<file path="config.mk">
export PLATFORM = sky130hd
export DESIGN_NAME = vector_sequencer
export DESIGN_NICKNAME = d
export VERILOG_FILES = /design/src/rtl/vec_pkg.sv /design/src/rtl/vector_alu.sv /design/src/rtl/vector_sequencer.sv
export SDC_FILE = /design/constraint.sdc
export NUM_CORES = 2
export LEC_CHECK = 0
export BUFFER_PORTS_ARGS = -buffer_cell sky130_fd_sc_hd__buf_4
export CAP_MARGIN = 15
export CORE_AREA = 10 10 206 208
export DETAILED_ROUTE_END_ITERATION = 8
export DIE_AREA = 0 0 216 218
export MAX_ROUTING_LAYER = met4
export PLACE_DENSITY = 0.79
export SYNTH_ARGS = -nofsm -noshare
export SYNTH_HDL_FRONTEND = slang
export SYNTH_SLANG_ARGS = --single-unit
</file>
<file path="constraint.sdc">
create_clock -name clk -period 13 [get_ports clk]
set_input_delay 2.6 -clock clk [delete_from_list [all_inputs] [get_ports clk]]
set_output_delay 2.6 -clock clk [all_outputs]
set_load 0.03 [all_outputs]
</file>
<file path="src/rtl/vec_pkg.sv">
// Shared types and defaults for the vector execution sequencer.
package vec_pkg;

   localparam int VLEN_ELEMS_DEF = 8;
   localparam int ELEN_DEF       = 32;

   typedef enum logic [2:0] {
      OP_NONE,
      OP_VXOR,
      OP_VMACC,
      OP_VREDSUM,
      OP_VSLIDEUP,
      OP_VRGATHER
   } op_e;

   typedef enum logic [2:0] {
      ST_IDLE,
      ST_RD,
      ST_GRD,
      ST_EX,
      ST_FIN
   } state_e;

   // Anything other than exactly one decoded op bit is treated as illegal.
   function automatic op_e decode_op(input logic [4:0] hot);
      op_e op;
      case (hot)
         5'b00001: op = OP_VXOR;
         5'b00010: op = OP_VMACC;
         5'b00100: op = OP_VREDSUM;
         5'b01000: op = OP_VSLIDEUP;
         5'b10000: op = OP_VRGATHER;
         default:  op = OP_NONE;
      endcase
      return op;
   endfunction

endpackage

</file>
<file path="src/rtl/vector_alu.sv">
// Combinational per-element datapath: xor, multiply-add, reduction add,
// pass-through for slides and zero-select for out-of-range gathers.
module vector_alu
   import vec_pkg::*;
#(
   parameter int ELEN = ELEN_DEF
) (
   input  op_e             op_i,
   input  logic [ELEN-1:0] ra_i,
   input  logic [ELEN-1:0] rb_i,
   input  logic [ELEN-1:0] rc_i,
   input  logic [ELEN-1:0] acc_i,
   input  logic            first_i,
   input  logic            zero_i,
   output logic [ELEN-1:0] res_o,
   output logic [ELEN-1:0] acc_o
);

   logic [ELEN-1:0] prod;

   assign prod  = ra_i * rb_i;
   assign acc_o = acc_i + rb_i + (first_i ? ra_i : '0);

   // Element result selected by the captured op.
   always_comb begin
      res_o = '0;
      case (op_i)
         OP_VXOR:     res_o = rb_i ^ ra_i;
         OP_VMACC:    res_o = prod + rc_i;
         OP_VSLIDEUP: res_o = rb_i;
         OP_VRGATHER: res_o = zero_i ? '0 : rb_i;
         default:     res_o = '0;
      endcase
   end

endmodule

</file>
<file path="src/rtl/vector_sequencer.sv">
// Element-serial execution sequencer between the vector decoder and the VRF.
//
// state   | meaning
// IDLE    | ready for a new instruction
// RD      | present VRF read addresses for element i
// GRD     | vrgather: use index from vs1[i] to address vs2
// EX      | read data valid; compute, write vd[i] (or accumulate), advance i
// FIN     | one-cycle done pulse; vredsum writes its sum to vd[0]
module vector_sequencer
   import vec_pkg::*;
#(
   parameter int VLEN_ELEMS = VLEN_ELEMS_DEF,
   parameter int ELEN       = ELEN_DEF,
   parameter int EIDX_W     = $clog2(VLEN_ELEMS)
) (
   input  logic              clk,
   input  logic              rst,
   input  logic              vsi_valid,
   output logic              vsi_ready,
   input  logic [4:0]        vd,
   input  logic [4:0]        vs1,
   input  logic [4:0]        vs2,
   input  logic [4:0]        uimm,
   input  logic              is_vxor,
   input  logic              is_vmacc,
   input  logic              is_vredsum,
   input  logic              is_vslideup,
   input  logic              is_vrgather,
   output logic [4:0]        vrf_ra_reg,
   output logic [4:0]        vrf_rb_reg,
   output logic [4:0]        vrf_rc_reg,
   output logic [EIDX_W-1:0] vrf_ra_elem,
   output logic [EIDX_W-1:0] vrf_rb_elem,
   output logic [EIDX_W-1:0] vrf_rc_elem,
   input  logic [ELEN-1:0]   vrf_ra_data,
   input  logic [ELEN-1:0]   vrf_rb_data,
   input  logic [ELEN-1:0]   vrf_rc_data,
   output logic              vrf_we,
   output logic [4:0]        vrf_wa_reg,
   output logic [EIDX_W-1:0] vrf_wa_elem,
   output logic [ELEN-1:0]   vrf_wdata,
   output logic              vsi_done,
   output logic              vsi_illegal,
   output logic              busy
);

   localparam logic [EIDX_W-1:0] LAST_ELEM = EIDX_W'(VLEN_ELEMS - 1);
   localparam logic [ELEN-1:0]   NELEM_E   = ELEN'(VLEN_ELEMS);

   state_e            state_q, state_d;
   op_e               op_q, op_d, op_in;
   logic [4:0]        vd_q, vd_d, vs1_q, vs1_d, vs2_q, vs2_d, uimm_q, uimm_d;
   logic [EIDX_W-1:0] i_q, i_d;
   logic [ELEN-1:0]   acc_q, acc_d;
   logic              oor_q, oor_d;
   logic [ELEN-1:0]   alu_res, alu_acc;

   assign op_in     = decode_op({is_vrgather, is_vslideup, is_vredsum, is_vmacc, is_vxor});
   assign vsi_ready = (state_q == ST_IDLE);
   assign busy      = (state_q != ST_IDLE);

   vector_alu #(.ELEN(ELEN)) u_alu (
      .op_i    (op_q),
      .ra_i    (vrf_ra_data),
      .rb_i    (vrf_rb_data),
      .rc_i    (vrf_rc_data),
      .acc_i   (acc_q),
      .first_i (i_q == '0),
      .zero_i  (oor_q),
      .res_o   (alu_res),
      .acc_o   (alu_acc)
   );

   // Next-state, counter/accumulator update and VRF port drive.
   always_comb begin
      state_d     = state_q;
      op_d        = op_q;
      vd_d        = vd_q;
      vs1_d       = vs1_q;
      vs2_d       = vs2_q;
      uimm_d      = uimm_q;
      i_d         = i_q;
      acc_d       = acc_q;
      oor_d       = oor_q;
      vrf_we      = 1'b0;
      vrf_wa_reg  = vd_q;
      vrf_wa_elem = i_q;
      vrf_wdata   = alu_res;
      vsi_done    = 1'b0;
      vsi_illegal = 1'b0;
      vrf_ra_reg  = vs1_q;
      vrf_ra_elem = (op_q == OP_VREDSUM) ? '0 : i_q;
      vrf_rb_reg  = vs2_q;
      vrf_rb_elem = (op_q == OP_VSLIDEUP) ? (i_q - EIDX_W'(uimm_q)) : i_q;
      vrf_rc_reg  = vd_q;
      vrf_rc_elem = i_q;
      case (state_q)
         ST_IDLE: begin
            if (vsi_valid) begin
               op_d   = op_in;
               vd_d   = vd;
               vs1_d  = vs1;
               vs2_d  = vs2;
               uimm_d = uimm;
               i_d    = '0;
               acc_d  = '0;
               oor_d  = 1'b0;
               if (op_in == OP_NONE) begin
                  state_d = ST_FIN;
               end else if (op_in == OP_VSLIDEUP) begin
                  if (int'(uimm) >= VLEN_ELEMS) begin
                     state_d = ST_FIN;
                  end else begin
                     i_d     = EIDX_W'(uimm);
                     state_d = ST_RD;
                  end
               end else begin
                  state_d = ST_RD;
               end
            end
         end
         ST_RD: begin
            state_d = (op_q == OP_VRGATHER) ? ST_GRD : ST_EX;
         end
         ST_GRD: begin
            vrf_rb_elem = vrf_ra_data[EIDX_W-1:0];
            oor_d       = (vrf_ra_data >= NELEM_E);
            state_d     = ST_EX;
         end
         ST_EX: begin
            if (op_q == OP_VREDSUM) begin
               acc_d = alu_acc;
            end else begin
               vrf_we = 1'b1;
            end
            i_d     = i_q + EIDX_W'(1);
            state_d = (i_q == LAST_ELEM) ? ST_FIN : ST_RD;
         end
         ST_FIN: begin
            vsi_done    = 1'b1;
            vsi_illegal = (op_q == OP_NONE);
            if (op_q == OP_VREDSUM) begin
               vrf_we      = 1'b1;
               vrf_wa_elem = '0;
               vrf_wdata   = acc_q;
            end
            state_d = ST_IDLE;
         end
         default: state_d = ST_IDLE;
      endcase
      // A reset cycle must never commit a write or signal completion.
      if (rst) begin
         vrf_we      = 1'b0;
         vsi_done    = 1'b0;
         vsi_illegal = 1'b0;
      end
   end

   // State, captured instruction, element counter and accumulator registers.
   always_ff @(posedge clk) begin
      if (rst) begin
         state_q <= ST_IDLE;
         op_q    <= OP_NONE;
         vd_q    <= '0;
         vs1_q   <= '0;
         vs2_q   <= '0;
         uimm_q  <= '0;
         i_q     <= '0;
         acc_q   <= '0;
         oor_q   <= 1'b0;
      end else begin
         state_q <= state_d;
         op_q    <= op_d;
         vd_q    <= vd_d;
         vs1_q   <= vs1_d;
         vs2_q   <= vs2_d;
         uimm_q  <= uimm_d;
         i_q     <= i_d;
         acc_q   <= acc_d;
         oor_q   <= oor_d;
      end
   end

endmodule

</file>
==> metrics.md <==
| Metric | Value |
|---|---|
| Status | `finished clean` |
| Row cnt | `72` |
| TritonCTS clock tree | `done` |
| Adder-cell area share of the yosys netlist | `51.4%` |
| Vias in the first global route | `20454` |
| Drt wl/cell | `21.9 µm` |
| Core area | `38300 µm²` |
| Slew headroom | `27.3%` |
| Core Util, Final | `64.3%` |
| Largest net degree at the start of global routing | `56` |
| IO Port Bufs | `192` |
| Dpl cells | `3193` |
| Post-Route WL | `70400 µm` |
| Cts hold-fix bufs | `0` |
| Area leader, netlist | `fa_1` |
| DR vias | `18569` |
| Total negative setup slack | `0 ps` |
| Initial core utilization | `59.0%` |
| Syn_area_per_cell | `8.68 µm²` |
| Final setup margin | `279 ps` |
| Final period util | `97.9%` |
| Skew-Pair Late Insertion Delay | `340 ps` |
| Final hold vios | `0` |
| Largest register by flop count | `acc_q` |
| I/O pins | `193` |
| Cells after synthesis | `2602` |
| Drt first pass iters | `9` |
| Total CTS buffers | `9` |
| Met1 wire length | `27600 µm` |
| Sink Count | `60` |
| Yosys reg bits | `60` |
| Layout net count | `3455` |
| DRC errors left | `0` |
| Initial antenna violation count | `6` |
| Root Driver | `clkbuf_16` |
| CP arrival | `10120 ps` |
| Post-detail-place hpwl | `56000 µm` |
| Compound-Gate Fraction of Synth Area | `8.62%` |
| Met2 WL post-DR | `32900 µm` |
| Worst-Margin Slew | `1090 ps` |
| Placer congestion estimate | `1.00` |
| Syn-to-layout area delta | `9.06%` |
| Largest family of logic cells by synthesized area | `adder cells` |
| Full die area | `47100 µm²` |
| Data required, critical path | `10400 ps` |
| Routed vias/inst | `5.78` |
| Clock Tree Buf Depth | `2` |
| Slew Limit Fails | `0` |
| Pre-CTS WS | `414 ps` |
| Htree depth | `3` |
| Total setup buffers inserted after CTS | `0` |
| Reg clk slew, reported paths | `60 ps` |
| Mux cell area share after synthesis | `0.177%` |
| MaxCap Viol Count | `0` |
| Layout cell share with drive strength beyond 1 | `9.18%` |
| Clock Skews | `10.9 ps` |
| Fmax achieved | `0.0786 GHz` |
| RSZ-0062 raised after global routing | `false` |
| Simple-gate area share of the yosys netlist | `18.5%` |
| Global-route wire length before repair | `112000 µm` |
| Synth Flop Type | `dfxtp_1` |
| Count of different cell masters after synthesis | `64` |
| Hold crit path type | `flip-flop to flip-flop` |
| Synth warnings | `0` |
| Number of synthesized flops with an enable pin | `0` |
| Min Tclk post-route | `12720 ps` |
| Crit path kind | `input port to primary output` |
| Remaining Overflow, GRT | `0` |
| Syn nets | `3371` |
| Register area share after synthesis | `5.32%` |
| GRT Resource Usage Total | `31.4%` |
| Mapped Area | `22600 µm²` |
| Worst-path fanout max | `28` |
| DIE WIDTH | `216 µm` |
| Critical Path Source Type | `input port` |
| DRT iter0 DRCs | `1438` |
| Top post-synthesis cells by area | `fa_1 (42%), ha_1 (9.6%), and2_1 (9.5%)` |
| Synth Area in XOR/XNOR | `4.96%` |
| Met3 WL | `6970 µm` |
| Synth top area share | `41.7%` |
| Number of flip-flops under the largest register name | `32` |
| Final instance count without filler cells | `3215` |
| Fill cells | `3235` |
| Chip Height | `218 µm` |
| Post-route ant nets | `0` |
| Async S/R FF share, synth | `0%` |
| Setup Viol. Count Final | `0` |
| Gates resized, CTS repair | `0` |
| CP Capture Type | `primary output` |
| Highest Signal Layer | `met4` |
## critical path, cell delays in order
cell       delay, ps
buf_4            330
and2_1           230
fa_1             460
fa_1             450
fa_1             570
inv_1             50
fa_1             480
inv_1             60
fa_1             510
inv_1             60
fa_1             550
inv_1             60
fa_1             530
inv_1             80
fa_1             500
inv_1             50
ha_1             370
a211oi_1         270
o21ba_1          170
o221ai_1         140
a21oi_1          160
o31ai_1          210
nor3b_1          210
a2111oi_1        430
xnor2_1          230
o21ai_1          160
buf_4            200
## path summary, 6_finish.rpt
path                        from       endpoint  slack (ps)  depth (start not counted)
hold reg to reg    vrf_ra_reg[1]  vrf_ra_reg[1]         450                          2
setup reg to reg  vrf_rc_elem[0]      acc_q[31]        7890                         17
hold / removal     vrf_ra_reg[1]  vrf_ra_reg[1]         450                          2
setup / recovery  vrf_rb_data[6]  vrf_wdata[31]         280                         27
## layer usage
metal / vias to the layer above / GRT usage [%]
met5: - / -
met4: 0 / 11.8
met3: 178 / 8.06
met2: 980 / 49.7
met1: 9311 / 38.2
li1: 8100 / -
## cells in the mapped netlist, types with 4 or more instances
cell	number
ha_1	174
o21ai_1	33
nor3_1	19
mux2i_1	4
a21oi_1	70
xnor2_1	92
a21o_1	19
nor2b_1	10
a22o_1	5
and2_1	342
o22ai_1	4
or3_1	6
o31ai_1	6
nand4_1	8
nor3b_1	4
o21ai_0	38
clkbuf_1	136
inv_1	515
a22oi_1	20
nand2b_1	13
a221o_1	7
a221oi_1	16
nor4_1	11
xor2_1	36
o211ai_1	5
fa_1	471
o21a_1	12
and3_1	5
a222oi_1	11
a31oi_1	7
nand3_1	11
o21bai_1	5
nor2_1	85
nand2_1	289
nand3b_1	5
dfxtp_1	60
buf_4	5
## final cells by class
| cell class | instances | area [µm²] | share of cell area [%] |
|---|---|---|---|
| flip-flops and latches | 60 | 1200 | 4.88 |
| clock buffers | 9 | 225 | 0.914 |
| repair buffers | 217 | 1630 | 6.61 |
| multi-input cells | 1883 | 18900 | 76.8 |
| inverters | 515 | 1930 | 7.85 |
| well taps | 518 | 648 | 2.63 |
| diodes | 6 | 15.0 | 0.0609 |
| clock inverters | 7 | 75.1 | 0.305 |
## metrics by stage
step / area, µm² / hold slack (ps)
after global placement: 24300 / 443
after CTS: 24600 / 457
after global routing: 24600 / 471
final: 24600 / 454
after detailed placement: 24300 / 448
after floorplan: 22600 / 440
## logic make-up (layout without fill, tap and decap cells)
logic type	Yosys count	after routing
and+or+nand+nor	819	819
xor gates and xnor gates	128	128
AOI/OAI and AO/OA	287	287
DFF	60	60
muxes	4	4
buffers and inverters	659	748
adders and majority gates	645	645
other	0	6
## layout by cell type, fill, tap and decap left out, types with 6 or more instances in the layout
cell	instances
a222oi_1	11
fa_1	471
nor2_1	84
buf_4	217
a221oi_1	16
nor3_1	19
a21oi_1	69
or3_1	6
o21ai_1	33
o21a_1	12
nor4_1	11
a21o_1	19
and2_1	342
nand4_1	8
nand2b_1	13
diode_2	6
ha_1	174
dfxtp_1	60
a22oi_1	20
a221o_1	7
clkbuf_16	9
inv_1	515
nor2b_1	10
xor2_1	36
a31oi_1	7
nand2_1	289
o21ai_0	38
o31ai_1	6
xnor2_1	92
nand3_1	11
Power is not shown: default switching activity piles up to over one toggle a cycle in this logic, so the estimate is an artifact.
